--- config.mk ---
export PLATFORM = sky130hd
export DESIGN_NAME = systolic_feeder
export DESIGN_NICKNAME = d
export VERILOG_FILES = /design/src/rtl/systolic_pkg.sv /design/src/rtl/operand_skew_buffer.sv /design/src/rtl/systolic_feeder.sv
export SDC_FILE = /design/constraint.sdc
export NUM_CORES = 1
export LEC_CHECK = 0
export CAP_MARGIN = 5
export CORE_ASPECT_RATIO = 0.75
export CORE_MARGIN = 1
export CORE_UTILIZATION = 59
export DETAILED_ROUTE_END_ITERATION = 10
export GPL_ROUTABILITY_DRIVEN = 0
export PLACE_DENSITY = 0.85
export SKIP_CTS_REPAIR_TIMING = 1
export SYNTH_ARGS = -nofsm -noshare
export SYNTH_HDL_FRONTEND = slang
export SYNTH_SLANG_ARGS = --single-unit
export TNS_END_PERCENT = 20
--- constraint.sdc ---
create_clock -name clk -period 3.2 [get_ports clk]
set_input_delay 0.32 -clock clk [delete_from_list [all_inputs] [get_ports clk]]
set_output_delay 0.32 -clock clk [all_outputs]
set_load 0.02 [all_outputs]
--- src/rtl/systolic_pkg.sv ---
`default_nettype none
// ============================================================================
// systolic_pkg : shared constants for the systolic array operand feeder
// Rev 1.0
// ============================================================================
package systolic_pkg;

  localparam int DEFAULT_DATA_WIDTH = 8;
  localparam int DEFAULT_N          = 4;

  localparam logic [2:0] S_IDLE  = 3'd0;
  localparam logic [2:0] S_CLEAR = 3'd1;
  localparam logic [2:0] S_FEED  = 3'd2;
  localparam logic [2:0] S_DRAIN = 3'd3;
  localparam logic [2:0] S_DONE  = 3'd4;

  // Cycles from the start request to the done pulse: clear + feed + drain + done.
  function automatic int run_cycles(input int n);
    return 3 * n + 2;
  endfunction

endpackage
`default_nettype wire

--- src/rtl/operand_skew_buffer.sv ---
`default_nettype none
// ============================================================================
// operand_skew_buffer : N x N element store with a diagonally skewed read
// Rev 1.0
// ============================================================================
module operand_skew_buffer
  import systolic_pkg::*;
#(
  parameter int DATA_WIDTH = DEFAULT_DATA_WIDTH,
  parameter int N          = DEFAULT_N,
  parameter int IDX_W      = $clog2(N),
  parameter int CNT_W      = $clog2(2 * N),
  parameter bit COL_SKEW   = 1'b0
) (
  input  logic                    clk,
  input  logic                    reset_n,
  input  logic                    wr_en_i,
  input  logic [IDX_W-1:0]        wr_row_i,
  input  logic [IDX_W-1:0]        wr_col_i,
  input  logic [DATA_WIDTH-1:0]   wr_data_i,
  input  logic [CNT_W-1:0]        step_i,
  output logic [N*DATA_WIDTH-1:0] skew_o
);

  logic [DATA_WIDTH-1:0] mem_q [N][N];

  always_ff @(posedge clk or negedge reset_n) begin
    if (!reset_n) begin
      for (int r = 0; r < N; r++) begin
        for (int c = 0; c < N; c++) begin
          mem_q[r][c] <= '0;
        end
      end
    end else if (wr_en_i) begin
      mem_q[wr_row_i][wr_col_i] <= wr_data_i;
    end
  end

  // Lane l carries element k = step - l; row-wise for A, column-wise for B.
  for (genvar l = 0; l < N; l++) begin : g_lane
    int                    k;
    logic [DATA_WIDTH-1:0] val;

    always_comb begin
      k   = int'(step_i) - l;
      val = '0;
      if (k >= 0 && k < N) begin
        val = COL_SKEW ? mem_q[k[IDX_W-1:0]][l] : mem_q[l][k[IDX_W-1:0]];
      end
    end

    assign skew_o[l*DATA_WIDTH +: DATA_WIDTH] = val;
  end

endmodule
`default_nettype wire

--- src/rtl/systolic_feeder.sv ---
`default_nettype none
// ============================================================================
// systolic_feeder : buffers A/B and streams them skewed into the MAC array
// Rev 1.0
// ============================================================================
module systolic_feeder
  import systolic_pkg::*;
#(
  parameter  int DATA_WIDTH = DEFAULT_DATA_WIDTH,
  parameter  int N          = DEFAULT_N,
  localparam int IDX_W      = $clog2(N)
) (
  input  logic                    clk,
  input  logic                    reset_n,
  input  logic                    wr_en,
  input  logic                    wr_sel,
  input  logic [IDX_W-1:0]        wr_row,
  input  logic [IDX_W-1:0]        wr_col,
  input  logic [DATA_WIDTH-1:0]   wr_data,
  input  logic                    start,
  output logic                    busy,
  output logic                    done,
  output logic                    mac_clear,
  output logic [N*DATA_WIDTH-1:0] a_out,
  output logic [N*DATA_WIDTH-1:0] b_out
);

  localparam int               CNT_W      = $clog2(2 * N);
  localparam int               RUN_LEN    = run_cycles(N);
  localparam logic [CNT_W-1:0] FEED_LAST  = CNT_W'(2 * N - 2);
  localparam logic [CNT_W-1:0] DRAIN_LAST = CNT_W'(RUN_LEN - 2 * N - 2);
  localparam int               IDX_SPAN   = 1 << IDX_W;
  // Bit x set when index x addresses a real row/column (handles non power-of-two N).
  localparam logic [IDX_SPAN-1:0] IDX_OK  = {IDX_SPAN{1'b1}} >> (IDX_SPAN - N);

  logic [2:0]              state_q, state_d;
  logic [CNT_W-1:0]        step_q, step_d;
  logic                    busy_q, done_q, mac_clear_q;
  logic [N*DATA_WIDTH-1:0] a_out_q, b_out_q;
  logic [N*DATA_WIDTH-1:0] a_skew, b_skew;
  logic                    wr_ok;

  assign wr_ok = wr_en && (state_q == S_IDLE) && IDX_OK[wr_row] && IDX_OK[wr_col];

  operand_skew_buffer #(
    .DATA_WIDTH (DATA_WIDTH),
    .N          (N),
    .IDX_W      (IDX_W),
    .CNT_W      (CNT_W),
    .COL_SKEW   (1'b0)
  ) u_buf_a (
    .clk       (clk),
    .reset_n   (reset_n),
    .wr_en_i   (wr_ok && !wr_sel),
    .wr_row_i  (wr_row),
    .wr_col_i  (wr_col),
    .wr_data_i (wr_data),
    .step_i    (step_d),
    .skew_o    (a_skew)
  );

  operand_skew_buffer #(
    .DATA_WIDTH (DATA_WIDTH),
    .N          (N),
    .IDX_W      (IDX_W),
    .CNT_W      (CNT_W),
    .COL_SKEW   (1'b1)
  ) u_buf_b (
    .clk       (clk),
    .reset_n   (reset_n),
    .wr_en_i   (wr_ok && wr_sel),
    .wr_row_i  (wr_row),
    .wr_col_i  (wr_col),
    .wr_data_i (wr_data),
    .step_i    (step_d),
    .skew_o    (b_skew)
  );

  always_comb begin
    state_d = state_q;
    step_d  = step_q;
    case (state_q)
      S_IDLE: begin
        if (start) state_d = S_CLEAR;
      end
      S_CLEAR: begin
        state_d = S_FEED;
        step_d  = '0;
      end
      S_FEED: begin
        if (step_q == FEED_LAST) begin
          state_d = S_DRAIN;
          step_d  = '0;
        end else begin
          step_d = step_q + 1'b1;
        end
      end
      S_DRAIN: begin
        if (step_q == DRAIN_LAST) begin
          state_d = S_DONE;
          step_d  = '0;
        end else begin
          step_d = step_q + 1'b1;
        end
      end
      S_DONE: begin
        state_d = S_IDLE;
      end
      default: begin
        state_d = S_IDLE;
        step_d  = '0;
      end
    endcase
  end

  // Outputs are decoded from the next state so they change on the edge entering it.
  always_ff @(posedge clk or negedge reset_n) begin
    if (!reset_n) begin
      state_q     <= S_IDLE;
      step_q      <= '0;
      busy_q      <= 1'b0;
      done_q      <= 1'b0;
      mac_clear_q <= 1'b0;
      a_out_q     <= '0;
      b_out_q     <= '0;
    end else begin
      state_q     <= state_d;
      step_q      <= step_d;
      busy_q      <= state_d inside {S_CLEAR, S_FEED, S_DRAIN};
      done_q      <= (state_d == S_DONE);
      mac_clear_q <= (state_d == S_CLEAR);
      a_out_q     <= (state_d == S_FEED) ? a_skew : '0;
      b_out_q     <= (state_d == S_FEED) ? b_skew : '0;
    end
  end

  assign busy      = busy_q;
  assign done      = done_q;
  assign mac_clear = mac_clear_q;
  assign a_out     = a_out_q;
  assign b_out     = b_out_q;

endmodule
`default_nettype wire
==> impl_results.md, run 1 <==
* Synthesized instance count at approximately 960
* Layout cells sized above 1 at between 30% and 40%
* # diodes at 0
* Final hold violation count at 0
* Synth area leaders: dfrtp_1 58%, mux2_2 20%, mux2i_1 8.0%
* Number of synthesized flops with an enable pin at 0
* Worst path arrival time at roughly 3.5 ns
* Area growth syn-to-layout at 16.0%
* Layout fillers at around 1500
* Crit start category: flop
* Setup-failing EPs final at 0
* DIE HEIGHT at 136 um
* Clock power frac at between 20% and 30%
* Setup_tns at 0 ns
* Worst path required time at around 3.7 ns
* HPWL Detailed at around 18000 um
* Via count at between 8000 and 9000
* Synthesized area at around 0.014 mm^2
* Initial core utilization at 60.6%
* Global-route wire length before repair at 47200 um
* Row cnt at 48
* Cell Chain, Critical Path: inv_1 > ha_1 > mux2i_2 > nand2b_1 > a32o_2 > ha_1 > or3_2 > o22ai_2
* H-tree depth at 1
* Overall die width at between 150 and 200 um
* Synth top area share at between 50% and 60%
* Pwr/cell area at between 800 and 900 mW/mm^2
* DIE AREA at between 0.02 and 0.025 mm^2
* Ys flop type: dfrtp_1
* Leakage at approximately 7.9 nW
* Final cycle utilization of the critical path at 94.7%
* Unrepaired setup endpoints after global routing: false
* Cells after DPL at around 1300
* Hold Path Class: in -> async
* Syn Area/Cell at 14.6 um^2
* GRT Util Overall at approximately a quarter
* Clock tree buffer depth at 3
* Synth Warn # at 0
* Critical Path Slowest Stage Cell: or3_2
* Largest net degree at the start of global routing at between 100 and 150
* Pint at 8.76 mW
* Sw power at approximately 4.6 mW
* Flop pwr share at between 30 and 40%
* 1st-pass router iterations at 4
* DRC errors left at 0
* CP Max Fanout at 16
* Clk slew on worst S/H paths at about 0.06 ns
* Outcome: completed
* Tmin final at a little over 3 ns
* TritonCTS clock tree: done
* Post-synth ARST share at between 90% and 100%
* Remaining Overflow, GRT at 0
* Path type of the worst setup path: reg -> reg
* Final Cell Area at ~0.016 mm^2
* Sink Count at between 300 and 400
* Combinational power share at about 36%
* Sequential fraction of the synthesis area at about three fifths
* Initial drt markers at about 450
* Post-route ant nets at 0
* Wire per inst at approximately 21 um
* IO Count at 84
* Skew-Pair Late Insertion Delay at around 0.57 ns
* Worst-Margin Slew at ~0.86 ns
* Distinct cells, synth at 46
* Final core utilization at a little over two thirds
* Fin cells at approximately 1400
* Most used cell, CP: ha_1
* Nets@finish at ~1100
* Slew Viols, Final at 0
* Synthesized Nets at 987
* Core Region at about 0.023 mm^2
* Slowest stage delay, CP at 0.75 ns
* CTS buffer count at 30
* Vias in the first global route at roughly 8500
* R2R cell count at 8
* Port bufs at 83
* Sw Ratio at between 30% and 40%
* Max Cap Viol at 0
* Synth area leader: dfrtp_1
* Vias per cell at a little under 6
* Max IR drop VDD at 631 uV
* Initial antenna violation count at 0
* Setup crit end kind: flop
* Clock root buffer: clkbuf_16
* Clock Skew at 0.0197 ns
* Post-placement cell area at around 0.015 mm^2
* Max-slew headroom at 42.5%
* Detailed Route WL at between 20000 and 30000 um
* Register bit count reported by yosys at around 330
* FMAX at roughly 330 MHz
## flip-flops by register name, indices dropped and copies added, names as in the netlist
name           count
a_out             32
b_out             32
busy               1
done               1
mac_clear          1
state_q            3
step_q             3
u_buf_a.mem_q    128
u_buf_b.mem_q    128
## worst max-delay path, delay by kind of cell, from the launching register on
kind | cells | cell delay, ns
compound gates | 2 | 0.57
fa+ha+maj | 2 | 0.55
buf+inv | 1 | 0.11
flops | 1 | 0.48
mux | 1 | 0.34
simple gates | 2 | 0.91
## power groups by stage
stage               logic [mW]  clock network, mW  registers [mW]
floorplan                 3.44                  0            4.99
global placement          4.73                  0            4.92
detailed placement        4.83                  0            4.94
CTS                       4.87               3.72            4.87
global route              5.16               3.87            4.92
finish                    4.85               3.63            4.87
## cell usage after synthesis, drive strengths merged (2+ instances only)
cell type	number
nand2	19
o21ai	3
a211oi	32
and4	3
nor2	19
buf	26
nand3b	2
dfrtp	329
and4bb	3
or2	2
ha	8
mux2	256
nor3	6
inv	7
mux2i	113
nand2b	4
nand3	7
or3	2
clkbuf	38
o22ai	48
nor3b	3
nor2b	20
a21oi	2
## per-layer routing
layer | GRT usage [%] | wire length (um) | vias up
li1 | - | - | 3652
met1 | 35.9 | 13600 | 4265
met2 | 39.5 | 13600 | 154
met3 | 3.27 | 1010 | 48
met4 | 6.70 | 594 | 0
met5 | 0 | 0 | -
## cell usage in the layout, fill, tap and decap left out, types with 3 or more instances in the layout
cell type,n
o22ai_1,38
mux2_2,256
nor2b_1,20
buf_12,5
nand3_1,5
a211oi_2,10
buf_4,25
clkbuf_16,30
nor2_2,12
inv_1,6
ha_1,7
nor2_1,6
o22ai_2,10
nand2_1,17
clkbuf_1,9
nor3b_2,3
clkinv_2,4
clkbuf_8,10
clkdlybuf4s50_1,82
a211oi_1,22
mux2i_1,112
and4_1,3
dfrtp_1,329
o21ai_0,3
nand2b_1,4
nor3_4,3
## worst paths after layout
check	startpoint	to	slack, ns
max in group asynchronous	reset_n	b_out[27]	1.96
hold reg to reg	u_buf_a.mem_q[73]	u_buf_a.mem_q[73]	0.50
hold / removal	reset_n	mac_clear	0.44
min in group clk	start	state_q[0]	0.45
setup / recovery	step_q[0]	b_out[17]	0.17
setup reg to reg	step_q[0]	b_out[17]	0.17
## through the flow
stage,power (mW),hold WS (ns),setup slack (ns)
5_1_grt,14.0,0.459,0.0210
2_1_floorplan,8.43,0.0244,0.399
3_3_place_gp,9.64,0.437,0.308
6_report,13.4,0.443,0.169
4_1_cts,13.5,-0.152,0.114
3_5_place_dp,9.77,0.445,0.133
## logic make-up (layout without fill, tap and decap cells)
group | count (synthesis) | in the layout | synth area share, %
flip-flops | 329 | 329 | 58.4
adder cells (fa/ha/maj) | 8 | 8 | 0.711
AO/OA/AOI/OAI | 90 | 90 | 5.28
multiplexers | 369 | 369 | 28.5
AND/OR/NAND/NOR | 94 | 94 | 4.66
XOR/XNOR | 1 | 1 | 0.0622
buffers and inverters | 71 | 177 | 2.33
## layout make-up
cell class,instances,area [um^2],share of cell area [%]
Timing Repair Buffer,114,1130,6.94
Inverter,7,26.3,0.161
Multi-Input combinational cell,562,5560,34.0
Tap cell,300,375,2.30
Clock inverter,7,96.3,0.589
Clock buffer,49,922,5.64
Sequential cell,329,8230,50.4
No activity file was read; power rests on OpenSTA's default activity.
==> run 2: changes to the inputs <==
--- a/config.mk
+++ b/config.mk
@@ -9,8 +9,8 @@
 export CORE_ASPECT_RATIO = 0.75
 export CORE_MARGIN = 1
 export CORE_UTILIZATION = 59
+export CTS_CLUSTER_DIAMETER = 150
 export DETAILED_ROUTE_END_ITERATION = 10
-export GPL_ROUTABILITY_DRIVEN = 0
 export PLACE_DENSITY = 0.85
 export SKIP_CTS_REPAIR_TIMING = 1
 export SYNTH_ARGS = -nofsm -noshare
==> results of run 2 <==
Same layout as run 1: the final DEF is identical, and so are final timing and power.
==> run 3: changes to the inputs <==
--- a/config.mk
+++ b/config.mk
@@ -12,6 +12,7 @@
 export CTS_CLUSTER_DIAMETER = 150
 export DETAILED_ROUTE_END_ITERATION = 10
 export PLACE_DENSITY = 0.85
+export SETUP_SLACK_MARGIN = 0.5
 export SKIP_CTS_REPAIR_TIMING = 1
 export SYNTH_ARGS = -nofsm -noshare
 export SYNTH_HDL_FRONTEND = slang
==> run 3 against run 2 <==
- fmax increased by 15%
- utilization increased by 0.40 points
- clock power increased by 4%
- hold slack got worse by 0.044 ns
- critical path depth decreased by 2
- routed wire length increased by 6.6%
- non-clock buffer count increased by 3
- design area increased by 0.57%
- sequential cell count unchanged
- critical path type unchanged
- largest power group is now combinational cells
==> impl_results.md, run 3 (synthesized netlist as in run 1, its figures left out) <==
* Layout cells sized above 1 at 37.8% (+0.83 points)
* Sw power at 4.77 mW (+3.7%)
* Initial core utilization at 60.6% (unchanged)
* Setup-failing EPs final at 0 (unchanged)
* Worst-Margin Slew at 1.24 ns (+0.376 ns)
* Core Region at 0.0232 mm^2 (unchanged)
* Largest net degree at the start of global routing at 101 (-9.0%)
* Slew Viols, Final at 0 (unchanged)
* Cell Chain, Critical Path: and2b_1 > o221ai_4 > buf_4 > buf_12 > mux2i_1 > o22ai_1
* Crit start category: flop
* Max IR drop VDD at 734 uV (+16%)
* DIE AREA at 0.0245 mm^2 (unchanged)
* Endpoint of the worst-slack reg-to-reg timing path: b_out[1]
* Unrepaired setup endpoints after global routing: false
* CP Max Fanout at 80 (+64)
* Layout fillers at 1535 (-0.32%)
* Path type of the worst setup path: reg -> reg
* Clock tree buffer depth at 3 (unchanged)
* Global-route wire length before repair at 49100 um (+3.9%)
* Detailed Route WL at 30700 um (+6.6%)
* Final hold violation count at 0 (unchanged)
* IO Count at 84 (unchanged)
* Nets@finish at 1073 (+0.37%)
* Setup crit end kind: flop
* RR Startpoint: state_q[2]
* Area growth syn-to-layout at 16.7%
* Combinational power share at 37.0% (+0.7 points)
* Reg area at 0.00823 mm^2 (about the same)
* Hold Path Class: in -> async
* Remaining Overflow, GRT at 0 (unchanged)
* Multi-input logic area at 0.00558 mm^2 (+0.29%)
* Slowest stage delay, CP at 0.59 ns (-0.16 ns)
* Initial drt markers at 474 (+4.6%)
* Initial antenna violation count at 0 (unchanged)
* Tmin final at 2.63 ns (-0.400 ns)
* Pint at 8.97 mW (+2.4%)
* GRT Util Overall at 25.8% (+1.1 points)
* Wire per inst at 22.4 um (+6.4%)
* Port bufs at 83 (unchanged)
* Setup_tns at 0 ns (unchanged)
* HPWL Detailed at 18100 um (+1.1%)
* Worst path required time at 3.63 ns (-0.05 ns)
* Max Cap Viol at 0 (unchanged)
* 1st-pass router iterations at 4 (unchanged)
* Vias in the first global route at 8797 (+3.6%)
* Flop pwr share at 35.6% (-0.9 points)
* Via count at 8342 (+2.7%)
* Row cnt at 48 (unchanged)
* Routability congestion estimate at a little under 0.8
* H-tree depth at 1 (unchanged)
* Total power at 13.7 mW (+2.9%)
* Outcome: completed
* Clk slew on worst S/H paths at 0.06 ns (about the same)
* Top flop regs: u_buf_a.mem_q (128), u_buf_b.mem_q (128)
* Clock root buffer: clkbuf_16
* Sink Count at 329 (unchanged)
* Critical Path Slowest Stage Cell: dfrtp_1
* CP Launch Point: state_q[2]
* Max-slew headroom at 17.2% (-25 points)
* Post-route ant nets at 0 (unchanged)
* DRC errors left at 0 (unchanged)
* Clock power frac at 27.5% (+0.3 points)
* Leakage at 7.96 nW (+0.51%)
* Skew-Pair Late Insertion Delay at 0.56 ns (about the same)
* Vias per cell at 6.08 (+2.5%)
* TritonCTS clock tree: done
* Final cycle utilization of the critical path at 82.2% (-13 points)
* Crit path to: b_out[1]
* Most frequent cells in the layout: 328 x dfrtp_1, 256 x mux2_2, 112 x mux2i_1
* FMAX at 380 MHz (+15%)
* Sw Ratio at 34.7% (+0.29 points)
* Overall die width at 180 um (unchanged)
* CTS buffer count at 31 (+3.3%)
* Reg2reg setup slack at 0.57 ns (+0.40 ns)
* Most common cell after layout, fill and taps aside: dfrtp_1
* DIE HEIGHT at 136 um (unchanged)
* Pwr/cell area at 836 mW/mm^2 (+2.3%)
* # diodes at 0 (unchanged)
* Worst path arrival time at 3.06 ns (-0.45 ns)
* R2R cell count at 6 (-2)
* Clock Skew at 0.0186 ns (-0.00108 ns)
[run 3: worst min-delay path by stage]
| stage | slack [ns] | cells past startpoint | start | to |
|---|---|---|---|---|
| final | 0.40 | 2 | reset_n | a_out[8] |
| after global routing | 0.44 | 3 | start | state_q[0] |
| after CTS | -0.16 | 1 | reset_n | a_out[17] |
| after detailed placement | 0.42 | 1 | reset_n | a_out[8] |
| after global placement | 0.42 | 1 | reset_n | a_out[8] |
| after floorplan | 0.02 | 0 | reset_n | a_out[0] |
[run 3: routing by layer]
layer,part of all wire [%],GRT usage [%],vias up
met5,0,0,-
met4,1.8,6.27,0
met3,3.9,3.78,42
met2,48,42.7,188
met1,46,36.4,4452
li1,-,-,3660
[run 3: final cells by class]
type	count	area share [%]
Clock inverter	12	0.883
Multi-Input combinational cell	562	33.9
Clock buffer	44	5.56
Sequential cell	329	50.1
Inverter	7	0.160
Timing Repair Buffer	117	7.10
Tap cell	300	2.28
[run 3: worst max-delay path, delay by kind of cell, from the launching register on]
family | cells | cell delay, ns
mux | 1 | 0.19
simple gates | 1 | 0.30
flops | 1 | 0.59
buf+inv | 2 | 0.82
compound gates | 2 | 0.54
[run 3: power groups by stage]
| stage | clock (mW) | sequential (mW) | combinational [mW] |
|---|---|---|---|
| after floorplan | 0 | 4.99 | 3.44 |
| after global placement | 0 | 4.92 | 4.73 |
| after detailed placement | 0 | 4.94 | 4.83 |
| after CTS | 3.84 | 4.88 | 4.86 |
| after global routing | 4.01 | 4.93 | 5.40 |
| final | 3.77 | 4.89 | 5.08 |
[run 3: metrics by stage]
step                      hold slack [ns]  cells  area [um^2]  setup WS, ns  utilization, %
after global placement              0.417   1310        15300         0.492            65.9
after floorplan                    0.0244    962        14100         0.425               -
after CTS                          -0.165   1366        16400         0.360            70.4
final                               0.399   1371        16400         0.569            70.7
after detailed placement            0.420   1310        15300         0.367            65.9
after global routing                0.435   1371        16400         0.510            70.7
